--- src/rtl/xpt_sequencer.sv ---
// Execution-phase sequencer: counts XPT phases, runs the three-phase opcode
// fetch (CM1), latches the opcode into OP and selects the instruction table
// (ITABLE). Decoder requests are honoured only while ITABLE is set.
// Wait=1 freezes every register; RESET has priority over everything.
module xpt_sequencer (
    input  logic       CLK,
    input  logic       RESET,
    input  logic       Wait,
    input  logic [7:0] DataIn,
    input  logic       PR_Reset_XPT,
    input  logic       P2_Set_CM1,
    input  logic       P2_Reset_ITABLE,
    input  logic       Pa_Ophd,
    output logic [3:0] XPT,
    output logic [3:0] notXPT,
    output logic       CM1,
    output logic       ITABLE,
    output logic [7:0] OP,
    output logic       DecEnable,
    output logic [7:0] Retired,
    output logic       Fault
);

    localparam logic [3:0] XPT_MAX       = 4'hF;
    localparam logic [3:0] XPT_FETCH_END = 4'd2;

    logic [3:0] xpt_q,     xpt_d;
    logic       cm1_q,     cm1_d;
    logic       itable_q,  itable_d;
    logic [7:0] op_q,      op_d;
    logic [7:0] retired_q, retired_d;
    logic       fault_q,   fault_d;

    // Decoder requests only count once the instruction table is selected.
    logic q_reset_xpt;
    logic q_set_cm1;
    logic q_reset_itable;
    logic q_ophd;
    logic fetch_edge;

    assign q_reset_xpt    = itable_q & PR_Reset_XPT;
    assign q_set_cm1      = itable_q & P2_Set_CM1;
    assign q_reset_itable = itable_q & P2_Reset_ITABLE;
    assign q_ophd         = itable_q & Pa_Ophd;
    assign fetch_edge     = cm1_q & (xpt_q == XPT_FETCH_END);

    // Next-state logic: hold by default, update only on an advancing edge.
    always_comb begin
        xpt_d     = xpt_q;
        cm1_d     = cm1_q;
        itable_d  = itable_q;
        op_d      = op_q;
        retired_d = retired_q;
        fault_d   = fault_q;

        if (!Wait) begin
            // Phase counter: decoder return-to-zero beats increment; saturate at 15.
            if (q_reset_xpt) begin
                xpt_d = 4'd0;
            end else if (xpt_q != XPT_MAX) begin
                xpt_d = xpt_q + 4'd1;
            end

            // End of fetch: latch opcode, leave CM1, enter the instruction table.
            if (fetch_edge) begin
                op_d     = DataIn;
                itable_d = 1'b1;
                cm1_d    = 1'b0;
            end

            // Decoder requests are applied after the fetch update so they win.
            if (q_set_cm1) begin
                cm1_d = 1'b1;
            end
            if (q_reset_itable) begin
                itable_d = 1'b0;
            end

            if (q_ophd) begin
                retired_d = retired_q + 8'd1;
            end

            // Sticky fault: running off the end of XPT, or ending an
            // instruction without returning XPT to zero.
            if (!q_reset_xpt && ((xpt_q == XPT_MAX) || q_ophd)) begin
                fault_d = 1'b1;
            end
        end
    end

    // State register with synchronous reset overriding Wait.
    always_ff @(posedge CLK) begin
        if (RESET) begin
            xpt_q     <= 4'd0;
            cm1_q     <= 1'b1;
            itable_q  <= 1'b0;
            op_q      <= 8'h00;
            retired_q <= 8'h00;
            fault_q   <= 1'b0;
        end else begin
            xpt_q     <= xpt_d;
            cm1_q     <= cm1_d;
            itable_q  <= itable_d;
            op_q      <= op_d;
            retired_q <= retired_d;
            fault_q   <= fault_d;
        end
    end

    assign XPT       = xpt_q;
    assign notXPT    = ~xpt_q;
    assign CM1       = cm1_q;
    assign ITABLE    = itable_q;
    assign OP        = op_q;
    assign Retired   = retired_q;
    assign Fault     = fault_q;
    assign DecEnable = itable_q & ~Wait & ~fault_q;

endmodule

--- config.mk ---
export PLATFORM = sky130hd
export DESIGN_NAME = xpt_sequencer
export DESIGN_NICKNAME = d
export VERILOG_FILES = /design/src/rtl/xpt_sequencer.sv
export SDC_FILE = /design/constraint.sdc
export NUM_CORES = 1
export LEC_CHECK = 0
export ABC_AREA = 0
export BUFFER_PORTS_ARGS = -buffer_cell sky130_fd_sc_hd__buf_2
export CAP_MARGIN = 20
export CORE_UTILIZATION = 49
export CTS_BUF_LIST = sky130_fd_sc_hd__clkbuf_2 sky130_fd_sc_hd__clkbuf_4 sky130_fd_sc_hd__clkbuf_8
export DETAILED_ROUTE_END_ITERATION = 8
export PLACE_DENSITY = 0.78
export SYNTH_ARGS = -nofsm -noshare
export SYNTH_HDL_FRONTEND = slang
export SYNTH_SLANG_ARGS = --single-unit
export TNS_END_PERCENT = 100
--- constraint.sdc ---
create_clock -name CLK -period 1.9 [get_ports CLK]
set_input_delay 0.095 -clock CLK [delete_from_list [all_inputs] [get_ports CLK]]
set_output_delay 0.095 -clock CLK [all_outputs]
set_load 0.01 [all_outputs]
# Word-level counts from Yosys, hierarchy flattened
# Cells that the tools add are included.
# totals
reg_bits,23
in_bits,15
output_inout_bits,28
wordCells,39
# classes
add_sub_neg,2
n_eq_ne,3
mux,6
bitwise_logic,10
n_reduce_logical,12
# ops
operator,n
$reduce_and A2 Y1,6
$add A8 B1 Y8 const B,1
$mux W4,2
$and A1 B1 Y1,7
$reduce_bool A2 Y1,3
$add A4 B1 Y4 const B,1
$eq A4 B2 Y1 const B,1
$eq A4 B4 Y1 const B,1
$mux W1,4
$ne A4 B4 Y1 const B,1
$not A4 Y4,1
$not A1 Y1,2
$logic_and A1 B1 Y1,1
$logic_not A1 Y1,1
$logic_or A1 B1 Y1,1

# Longest topological paths before layout
# Gate-level depths: netlist of the first run.
# logic_depth
depth_word,4
depth_mapped,5
ltp_nobuf,5

# Worst setup path before layout of the first run
# Ideal clock, no wire load.
# synth_timing
path_type,register -> register
from,register xpt_q[2] (netlist: XPT[2])
to,register op_q[3] (netlist: OP[3])
setup_time_ps,133
arrival_ps,1301
required_ps,1767
setup_slack_ps,466
path_stages_with_launch,6
n_path_buf,2
period_less_slack_ps,1434
path_cell_list,dfxtp_1 buf_6 or4b_1 buf_2 o21ai_1 a21oi_1
# synth_via
elab_chain_len,3
# synth_lines
item,line_no,rtl
"start, declared",27,"logic [3:0] xpt_q, xpt_d;"
"start signal, assigned",101,xpt_q <= xpt_d;
$eq A4 B2 Y1,45,assign fetch_edge = cm1_q & (xpt_q == XPT_FETCH_END);
$and A1 B1 Y1,45,
$reduce_and A2 Y1 (no source line),--,
"end signal, assigned",104,op_q <= op_d;
"end, declared",30,"logic [7:0] op_q, op_d;"
# Every way passes these cells.
# A chain may end at the register's enable or synchronous reset.

# Final worst setup path of the first run
# layout_timing
from,register itable_q (netlist: ITABLE)
to,output DecEnable
# layout_via
elab_chain_len,2
# layout_lines
item,line_no,rtl
"start, declared",29,"logic itable_q, itable_d;"
"start signal, assigned",103,itable_q <= itable_d;
$and A1 B1 Y1 (2 in series),117,assign DecEnable = itable_q & ~Wait & ~fault_q;
"end, declared",19,"output logic DecEnable,"
# Every way passes these cells.

==> results of run 1 <==
==> repair_timing <==
| item | in CTS | in global routing |
|---|---|---|
| hold endpoints to repair | 1 | 0 |
| hold buffers | 1 | 0 |
| gates resized for setup | 0 | 0 |
==> where the power goes <==
group | switching [W] | internal (W)
Clock | 0.000144 | 0.0000963
Sequential | 0.0000116 | 0.000492
Combinational | 0.0000600 | 0.0000432
Total | 0.000216 | 0.000632
==> stage by stage <==
stage               area [µm²]  hold WS (ns)
global route              1326       0.01001
global placement          1286        0.2941
detailed placement        1286        0.2881
CTS                       1326      0.002537
floorplan                 1084        0.1918
finish                    1326       0.01063
==> placed cells by master, fill, tap and decap left out, types with 3 or more instances in the layout <==
cell / Yosys / routed
clkbuf_4: 0 / 4
inv_1: 6 / 6
nand3_1: 12 / 12
or3_2: 3 / 3
o31ai_1: 4 / 4
buf_2: 3 / 42
nand2_1: 8 / 8
nor2_1: 5 / 5
a21oi_1: 18 / 18
o21ai_1: 7 / 7
ha_1: 3 / 3
dfxtp_1: 23 / 23
o21ai_0: 3 / 3
==> metal layers <==
| layer | vias up | wire [µm] |
|---|---|---|
| met2 | 28 | 1075 |
| met5 | - | 0 |
| met1 | 475 | 1097 |
| met4 | 0 | 25 |
| li1 | 528 | - |
| met3 | 3 | 106 |
==> worst register-to-register path, cell delays in order (launching register included) <==
cell     delay (ns)
dfxtp_1        0.44
or4b_1         0.74
o21ai_1        0.20
a21oi_1        0.09
==> state kept, by name, summed over array words and instances (netlist names) <==
| name | flops |
|---|---|
| OP | 8 |
| CM1 | 1 |
| XPT | 4 |
| Retired | 8 |
| ITABLE | 1 |
| Fault | 1 |
==> path summary, 6_finish.rpt <==
path | start | endpoint | slack (ns) | depth (start not counted)
max | ITABLE | DecEnable | 0.19 | 3
min | P2_Set_CM1 | CM1 | 0.01 | 2
max reg2reg | XPT[2] | OP[6] | 0.31 | 3
min reg2reg | OP[4] | OP[4] | 0.47 | 2
==> area by class of cell <==
class | count | area [µm²]
Sequential cell | 23 | 460.4
Inverter | 6 | 22.52
Tap cell | 27 | 33.78
Clock buffer | 4 | 30.03
Fill cell | 182 | 695.7
Multi-Input combinational cell | 86 | 551.8
Timing Repair Buffer | 44 | 227.7
==> cells by family (layout without fill, tap and decap cells) <==
kind of cell | Yosys count | after routing
compound gates | 40 | 40
xor+xnor | 2 | 2
fa+ha+maj | 3 | 3
buf+inv | 15 | 54
flops | 23 | 23
simple gates | 41 | 41
==> summary.md, run 1 <==
| Metric | Value |
|---|---|
| Detailed-router iteration count before antenna repair | `4` |
| Gr ovfl total | `0` |
| GPL Wtd Cong | `0.7549` |
| Area grow syn2layout | `22.40%` |
| Post-place setup slack | `0.3842 ns` |
| Netlist Area Pre-Place | `1084 µm²` |
| Avg Inst Size Synth | `8.738 µm²` |
| Layout Skew | `0.001677 ns` |
| Ys flop type | `dfxtp_1` |
| CTS tree | `done` |
| Starting Density | `53.59%` |
| Cell mode on critical path | `nor2b_1` |
| Port bufs | `42` |
| Clk buf depth | `2` |
| Top cell types by occurrence after synthesis | `23 x dfxtp_1, 18 x a21oi_1, 12 x nand3_1` |
| Synthesized Nets | `142` |
| Xor and xnor area share after synthesis | `1.617%` |
| H-tree depth | `1` |
| Worst Path Buf+Inv | `1` |
| Netlist cell types | `32` |
| First-pass GRT wire length | `3.788 mm` |
| MaxCap Viol Count | `0` |
| Max-slew headroom | `70.99%` |
| Static leakage | `0.5916 nW` |
| Delay-heaviest family, CP | `simple AND/OR/NAND/NOR gates` |
| Number of routed nets with antenna violations | `0` |
| Mux contribution to synthesized area | `0%` |
| Most Used Layer, Global Route | `met2` |
| Synth top area cells | `dfxtp_1 42%, a21oi_1 8.3%, nand3_1 5.5%` |
| Slowest stage delay, CP | `0.57 ns` |
| Yosys warning total | `0` |
| RSZ-0062 raised after global routing | `no` |
| Die Footprint | `2403 µm²` |
| Vias in the first global route | `897` |
| Pin count of the biggest net entering global routing | `26` |
| Max VDD drop | `0.0004660 V` |
| CP Capture Type | `output pin` |
| Post-synth EDFFs | `0` |
| Yosys top cell area share | `42.49%` |
| Io pins | `43` |
| Layout cell share with drive strength beyond 1 | `32.52%` |
| Non-filler cells, final | `190` |
| # rows | `16` |
| Synth Area in Compound Gates | `22.06%` |
| Placed wire-length estimate | `1.646 mm` |
| Tcrit/Tclk final | `89.86%` |
| Final Max Slew Viols | `0` |
| Met2 Usage GRT | `35.42%` |
| Tmin final | `1.707 ns` |
| Sequential cell area fraction in the yosys report | `42.49%` |
| Routed len/inst | `12.13 µm` |
| Root Buffer | `clkbuf_4` |
| Via-to-Cell Ratio | `5.442` |
| Core Footprint | `2022 µm²` |
| Starting DRT DRC Count | `13` |
| Final setup TNS | `0 ns` |
| Final core occ | `65.59%` |
| Post-Route WL | `2.304 mm` |
| Hold Crit Class | `primary input to flip-flop` |
| Crit path launch type | `flip-flop` |
| Post-CTS Setup Bufs | `0` |
| Die width | `49.03 µm` |
| Slowest CP cell | `dfxtp_1` |
| Cell chain of the critical path | `nor2b_1 -> nor2b_1 -> buf_2` |
| Placed cells | `185` |
| Fmax | `585.7 MHz` |
| CP arrival | `1.61 ns` |
| Final Setup Violations | `0` |
| Vias | `1,034` |
| Initial antenna violation count | `0` |
| Count leader, synth | `dfxtp_1` |
| Area leader, netlist | `dfxtp_1` |
| CTS sink cnt | `23` |
| Syn Inst Count | `124` |
| Worst-margin pin slew | `0.4352 ns` |
| Largest family of logic cells by synthesized area | `simple AND/OR/NAND/NOR gates` |
| Worst Path Required | `1.80 ns` |
| Total GRT Usage | `20.13%` |
| Diodes inserted | `0` |
| Critical-path maximum fanout | `9` |
| Post-layout total power | `0.0008476 W` |
| Slack of the critical path | `0.1927 ns` |
| Met3 Use GR | `3.427%` |
| Final Net Count | `182` |
| Status | `completed` |
| Ys async rst share | `0%` |
| Residual DRC | `0` |
| Critical path class | `flip-flop to output pin` |
| Die Y | `49.03 µm` |
| Power Density | `639.1 nW/µm²` |
| Simple logic cell fraction of the synthesized area | `23.79%` |
| TritonCTS buffer count | `3` |
| Final Hold Vio Count | `0` |
| Worst skew pair latency | `0.31 ns` |
| Post-Synth Adder-Cell Area | `3.464%` |
| Synthesized flop and latch total | `23` |
| Met1 Use GR | `24.46%` |
| Clk slew on worst S/H paths | `0.12 ns` |
Power figures use the tool's default switching activity.
==> inputs of run 2 (changes only) <==
--- a/config.mk
+++ b/config.mk
@@ -8,6 +8,7 @@
 export ABC_AREA = 0
 export BUFFER_PORTS_ARGS = -buffer_cell sky130_fd_sc_hd__buf_2
 export CAP_MARGIN = 20
+export CORE_MARGIN = 2
 export CORE_UTILIZATION = 49
 export CTS_BUF_LIST = sky130_fd_sc_hd__clkbuf_2 sky130_fd_sc_hd__clkbuf_4 sky130_fd_sc_hd__clkbuf_8
 export DETAILED_ROUTE_END_ITERATION = 8
==> run 2 against run 1 <==
  * Final area about the same
  * Utilization fell by 3.9 points
  * Clock skew grew 0.0029 ns
  * Clock-buffer cell count decreased by 1
  * Sequential power is essentially flat
  * Wire length is 7.1% higher
  * Worst hold slack gained 0.010 ns
  * Die area increased by 8.3%
  * Global-route usage down 0.79 points
  * Sequential share of layout area hardly changed
  * First-iteration DRC count rose by 77%
  * Critical path type unchanged
  * Highest routed layer unchanged
==> summary.md, run 2 (synthesis gave the netlist of run 1 again) <==
| Metric | Value |
|---|---|
| Post-Route WL | `2.468 mm (+7.1%)` |
| Clk buf depth | `2 (unchanged)` |
| Gr ovfl total | `0 (unchanged)` |
| Io pins | `43 (unchanged)` |
| Die Y | `51.03 µm (+4.1%)` |
| Hold Crit Class | `primary input to flip-flop` |
| Tmin final | `1.710 ns (+0.002620 ns)` |
| Final Max Slew Viols | `0 (unchanged)` |
| Status | `completed` |
| Max VDD drop | `0.0003550 V (-24%)` |
| Clk slew on worst S/H paths | `0.13 ns (about the same)` |
| Filler cells | `208 (+14%)` |
| Placed wire-length estimate | `1.863 mm (+13%)` |
| Layout cell share with drive strength beyond 1 | `32.52% (unchanged)` |
| Max-slew headroom | `71.49% (+0.50 points)` |
| CTS sink cnt | `23 (unchanged)` |
| Worst Path Required | `1.80 ns (about the same)` |
| Power Density | `627.8 nW/µm² (-1.8%)` |
| MaxCap Viol Count | `0 (unchanged)` |
| Final Setup Violations | `0 (unchanged)` |
| CP Capture Type | `output pin` |
| Final core occ | `61.68% (-3.9 points)` |
| Met3 Use GR | `2.632% (-0.80 points)` |
| TritonCTS buffer count | `3 (unchanged)` |
| RSZ-0062 raised after global routing | `no` |
| Final Hold Vio Count | `0 (unchanged)` |
| Critical-path maximum fanout | `9 (unchanged)` |
| Port bufs | `42 (unchanged)` |
| Storage element area | `460.4 µm² (unchanged)` |
| Layout Skew | `0.004611 ns (+0.002934 ns)` |
| Multi-input gate area | `551.8 µm² (unchanged)` |
| Met1 Use GR | `24.00% (-0.46 points)` |
| Initial antenna violation count | `0 (unchanged)` |
| GPL Wtd Cong | `0.7675 (+1.7%)` |
| Via-to-Cell Ratio | `5.529 (+1.6%)` |
| Vias | `1,056 (+2.1%)` |
| Pin count of the biggest net entering global routing | `26 (unchanged)` |
| # rows | `17 (+1)` |
| Met2 Usage GRT | `33.33% (-2.1 points)` |
| Static leakage | `0.5909 nW (-0.12%)` |
| Core Footprint | `2148 µm² (+6.2%)` |
| Detailed-router iteration count before antenna repair | `4 (unchanged)` |
| WHS | `0.02101 ns (+0.01038 ns)` |
| Crit path launch type | `flip-flop` |
| Starting DRT DRC Count | `23 (+10)` |
| Worst skew pair latency | `0.31 ns (about the same)` |
| Commonest non-fill, non-tap cells in the layout | `42 x buf_2, 23 x dfxtp_1, 18 x a21oi_1, 12 x nand3_1, 8 x nand2_1` |
| Root Buffer | `clkbuf_4` |
| Commonest non-fill, non-tap cell in the layout | `buf_2` |
| Post_cts resized | `0 (unchanged)` |
| Worst hold path cell count | `3 (+1)` |
| Depth of the most critical reg-to-reg path | `3 (unchanged)` |
| Post-CTS Setup Bufs | `0 (unchanged)` |
| CTS tree | `done` |
| Die Footprint | `2604 µm² (+8.3%)` |
| CP arrival | `1.61 ns (about the same)` |
| Critical path class | `flip-flop to output pin` |
| Hold buffer count at cts | `1 (unchanged)` |
| Final setup TNS | `0 ns (unchanged)` |
| Fmax | `584.8 MHz (-0.15%)` |
| Die width | `51.03 µm (+4.1%)` |
| Most Used Layer, Global Route | `met2` |
| Area grow syn2layout | `22.29% (about the same)` |
| Total GRT Usage | `19.34% (-0.79 points)` |
| Routed len/inst | `12.92 µm (+6.6%)` |
| Tcrit/Tclk final | `89.99% (+0.14 points)` |
| Worst-margin pin slew | `0.4276 ns (-0.007526 ns)` |
| H-tree depth | `1 (unchanged)` |
| Residual DRC | `0 (unchanged)` |
| Number of routed nets with antenna violations | `0 (unchanged)` |
| Final Net Count | `182 (unchanged)` |
| Diodes inserted | `0 (unchanged)` |
| First-pass GRT wire length | `3.850 mm (+1.6%)` |
| Starting Density | `50.44% (-3.2 points)` |
| Vias in the first global route | `894 (-0.33%)` |
==> run 2: cell types whose count changed in the layout (fill, tap and decap cells not counted), sizes merged <==
cell | before | now
clkbuf | 4 | 3
clkinv | 0 | 1
==> run 2: worst max-delay path: stages, from the launching register on <==
cell and delay, ns:
dfxtp_1 0.57, nor2b_1 0.42, nor2b_1 0.18, buf_2 0.13
==> run 2: cell type report <==
cell class / instances / share of cell area (%)
multi-input combinational: 86 / 41.64
inverter: 6 / 1.700
clock buffer: 3 / 1.700
timing repair buffer: 44 / 17.19
sequential: 23 / 34.75
clock inverter: 1 / 0.3777
tap: 28 / 2.644
==> run 2: through the flow <==
step	total power (W)	area, µm²	setup WS [ns]	cells
finish	0.0008318	1325	0.1901	191
CTS	0.0008386	1325	0.1878	191
global route	0.0008737	1325	0.07701	191
global placement	0.0006139	1287	0.4140	186
detailed placement	0.0006168	1287	0.3654	186
floorplan	0.0005756	1084	0.4660	124
==> run 2: where the power goes <==
| group | leakage (nW) | internal [W] | total, W | switching (W) |
|---|---|---|---|---|
| Combinational | 0.387 | 0.0000431 | 0.000104 | 0.0000604 |
| Sequential | 0.186 | 0.000492 | 0.000504 | 0.0000118 |
| Clock | 0.0177 | 0.0000785 | 0.000224 | 0.000145 |
==> run 2: metal layers <==
layer  vias up  wire length, µm
met1       499             1041
met2        29             1283
met3         2              133
met4         0                9
met5         -                0
li1        526                -
==> run 2: final timing paths <==
check | start | end | slack (ns)
worst min register to register | OP[4] | OP[4] | 0.47
worst min-delay path | DataIn[7] | OP[7] | 0.02
worst max-delay path | ITABLE | DecEnable | 0.19
worst max register to register | XPT[2] | OP[6] | 0.34
==> inputs of run 3 (changes only) <==
--- a/config.mk
+++ b/config.mk
@@ -7,8 +7,8 @@
 export LEC_CHECK = 0
 export ABC_AREA = 0
 export BUFFER_PORTS_ARGS = -buffer_cell sky130_fd_sc_hd__buf_2
-export CAP_MARGIN = 20
-export CORE_MARGIN = 2
+export CORE_ASPECT_RATIO = 1.2
+export CORE_MARGIN = 3
 export CORE_UTILIZATION = 49
 export CTS_BUF_LIST = sky130_fd_sc_hd__clkbuf_2 sky130_fd_sc_hd__clkbuf_4 sky130_fd_sc_hd__clkbuf_8
 export DETAILED_ROUTE_END_ITERATION = 8
==> run 3 against run 2 <==
  * Setup slack better by 0.030 ns
  * Combinational power hardly changed
  * Sequential power hardly changed
  * Via count is 2.6% lower
==> summary.md, run 3 (synthesis gave the netlist of run 1 again) <==
| Metric | Value |
|---|---|
| Status | `completed` |
| Via-to-Cell Ratio | `5.332 (-3.6%)` |
| Gr ovfl total | `0 (unchanged)` |
| Max VDD drop | `0.0003503 V (-1.3%)` |
| R2R Setup Slk | `0.34 ns (about the same)` |
| Clk buf depth | `2 (unchanged)` |
| CP Capture Type | `output pin` |
| Worst skew pair latency | `0.29 ns (-0.02 ns)` |
| Depth of the most critical reg-to-reg path | `3 (unchanged)` |
| Diodes inserted | `0 (unchanged)` |
| Detailed-router iteration count before antenna repair | `4 (unchanged)` |
| Die Y | `57.51 µm (+13%)` |
| Core Footprint | `2072 µm² (-3.6%)` |
| Post-layout total power | `0.0008376 W (+0.69%)` |
| Tmin final | `1.679 ns (-0.03046 ns)` |
| Vias | `1,029 (-2.6%)` |
| Starting Density | `52.29% (+1.9 points)` |
| Hold Crit Class | `primary input to flip-flop` |
| Area grow syn2layout | `22.75%` |
| Placed wire-length estimate | `1.809 mm (-2.9%)` |
| Final setup TNS | `0 ns (unchanged)` |
| Worst Path Required | `1.80 ns (about the same)` |
| R2R Path Start | `XPT[2]` |
| RSZ-0062 raised after global routing | `no` |
| Final Max Slew Viols | `0 (unchanged)` |
| Crit path launch type | `flip-flop` |
| Post_cts resized | `0 (unchanged)` |
| Layout cell share with drive strength beyond 1 | `32.52% (unchanged)` |
| Worst hold path endpoint | `CM1` |
| Final Setup Violations | `0 (unchanged)` |
| Residual DRC | `0 (unchanged)` |
| Fmax | `595.4 MHz (+1.8%)` |
| Commonest non-fill, non-tap cells in the layout | `42 x buf_2, 23 x dfxtp_1, 18 x a21oi_1, 12 x nand3_1, 8 x nand2_1` |
| Max-slew headroom | `70.82% (-0.67 points)` |
| Layout Skew | `0.001208 ns (-0.003403 ns)` |
| Final Hold Vio Count | `0 (unchanged)` |
| CTS sink cnt | `23 (unchanged)` |
| Number of routed nets with antenna violations | `0 (unchanged)` |
| Clk slew on worst S/H paths | `0.12 ns (about the same)` |
| Initial antenna violation count | `0 (unchanged)` |
| Power Density | `629.7 nW/µm² (+0.31%)` |
| Pin count of the biggest net entering global routing | `26 (unchanged)` |
| MaxCap Viol Count | `0 (unchanged)` |
| Commonest non-fill, non-tap cell in the layout | `buf_2` |
| H-tree depth | `1 (unchanged)` |
| Final Net Count | `182 (unchanged)` |
| # rows | `18 (+1)` |
| Io pins | `43 (unchanged)` |
| WHS | `0.02233 ns (+0.001316 ns)` |
| Routed len/inst | `12.63 µm (-2.3%)` |
| Most Used Layer, Global Route | `met2` |
| Met3 Use GR | `4.439% (+1.8 points)` |
| CTS tree | `done` |
| TritonCTS buffer count | `3 (unchanged)` |
| Worst Min Path Start | `P2_Set_CM1` |
| Post-CTS Setup Bufs | `0 (unchanged)` |
| Tcrit/Tclk final | `88.39% (-1.6 points)` |
| Total GRT Usage | `16.98% (-2.4 points)` |
| Die width | `48.93 µm (-4.1%)` |
| Die Footprint | `2814 µm² (+8.1%)` |
| Worst hold path cell count | `2 (-1)` |
| GPL Wtd Cong | `0.7474 (-2.6%)` |
| Port bufs | `42 (unchanged)` |
| Critical-path maximum fanout | `9 (unchanged)` |
| FF-to-FF End | `OP[5]` |
| Critical path class | `flip-flop to output pin` |
| Worst-margin pin slew | `0.4377 ns (+0.01008 ns)` |
| Post-Route WL | `2.437 mm (-1.3%)` |
| Met2 Usage GRT | `29.51% (-3.8 points)` |
| Starting DRT DRC Count | `15 (-35%)` |
| Static leakage | `0.5916 nW (+0.12%)` |
| CP arrival | `1.58 ns (-0.03 ns)` |
| Root Buffer | `clkbuf_4` |
| Vias in the first global route | `928 (+3.8%)` |
| Met1 Use GR | `20.29% (-3.7 points)` |
| First-pass GRT wire length | `3.870 mm (+0.52%)` |
==> run 3: through the flow <==
stage	std cells	cell area (µm²)	setup WS (ns)	util [%]
finish	193	1330	0.2206	64.19
global route	193	1330	0.07363	64.19
CTS	193	1330	0.2061	64.19
detailed placement	188	1290	0.3658	62.26
global placement	188	1290	0.4328	62.26
floorplan	124	1084	0.4660	-
==> run 3: timing repair <==
action                     CTS  global route
setup endpoints to repair    0             0
hold buffers                 1             0
hold endpoints to repair     1             0
==> run 3: final cells by class <==
cell class	instances	area (µm²)
clock buffer	4	30.03
sequential	23	460.4
fill	199	742.0
multi-input combinational	86	551.8
timing repair buffer	44	227.7
inverter	6	22.52
tap	30	37.54
==> run 3: report_power, final <==
part	switching [W]	total, W	internal, W
combinational	0.0000616	0.000105	0.0000433
clock	0.000133	0.000229	0.0000959
sequential	0.0000111	0.000503	0.000492
==> run 3: worst max-delay path: stages (launching register included) <==
cell     delay [ns]
dfxtp_1        0.54
nor2b_1        0.43
nor2b_1        0.19
buf_2          0.14
==> run 3: worst max path at each step <==
| stage | endpoint | slack (ns) | start |
|---|---|---|---|
| 2_1_floorplan | OP[3] | 0.47 | XPT[2] |
| 3_3_place_gp | OP[3] | 0.43 | XPT[2] |
| 3_5_place_dp | OP[5] | 0.37 | XPT[2] |
| 4_1_cts | DecEnable | 0.21 | ITABLE |
| 5_1_grt | DecEnable | 0.07 | ITABLE |
| 6_report | DecEnable | 0.22 | ITABLE |
==> run 3: layer usage <==
metal  vias up  part of all wire [%]
met4         0                  0.62
met5         -                     0
li1        529                     -
met2        29                    49
met3         2                   6.4
met1       469                    44
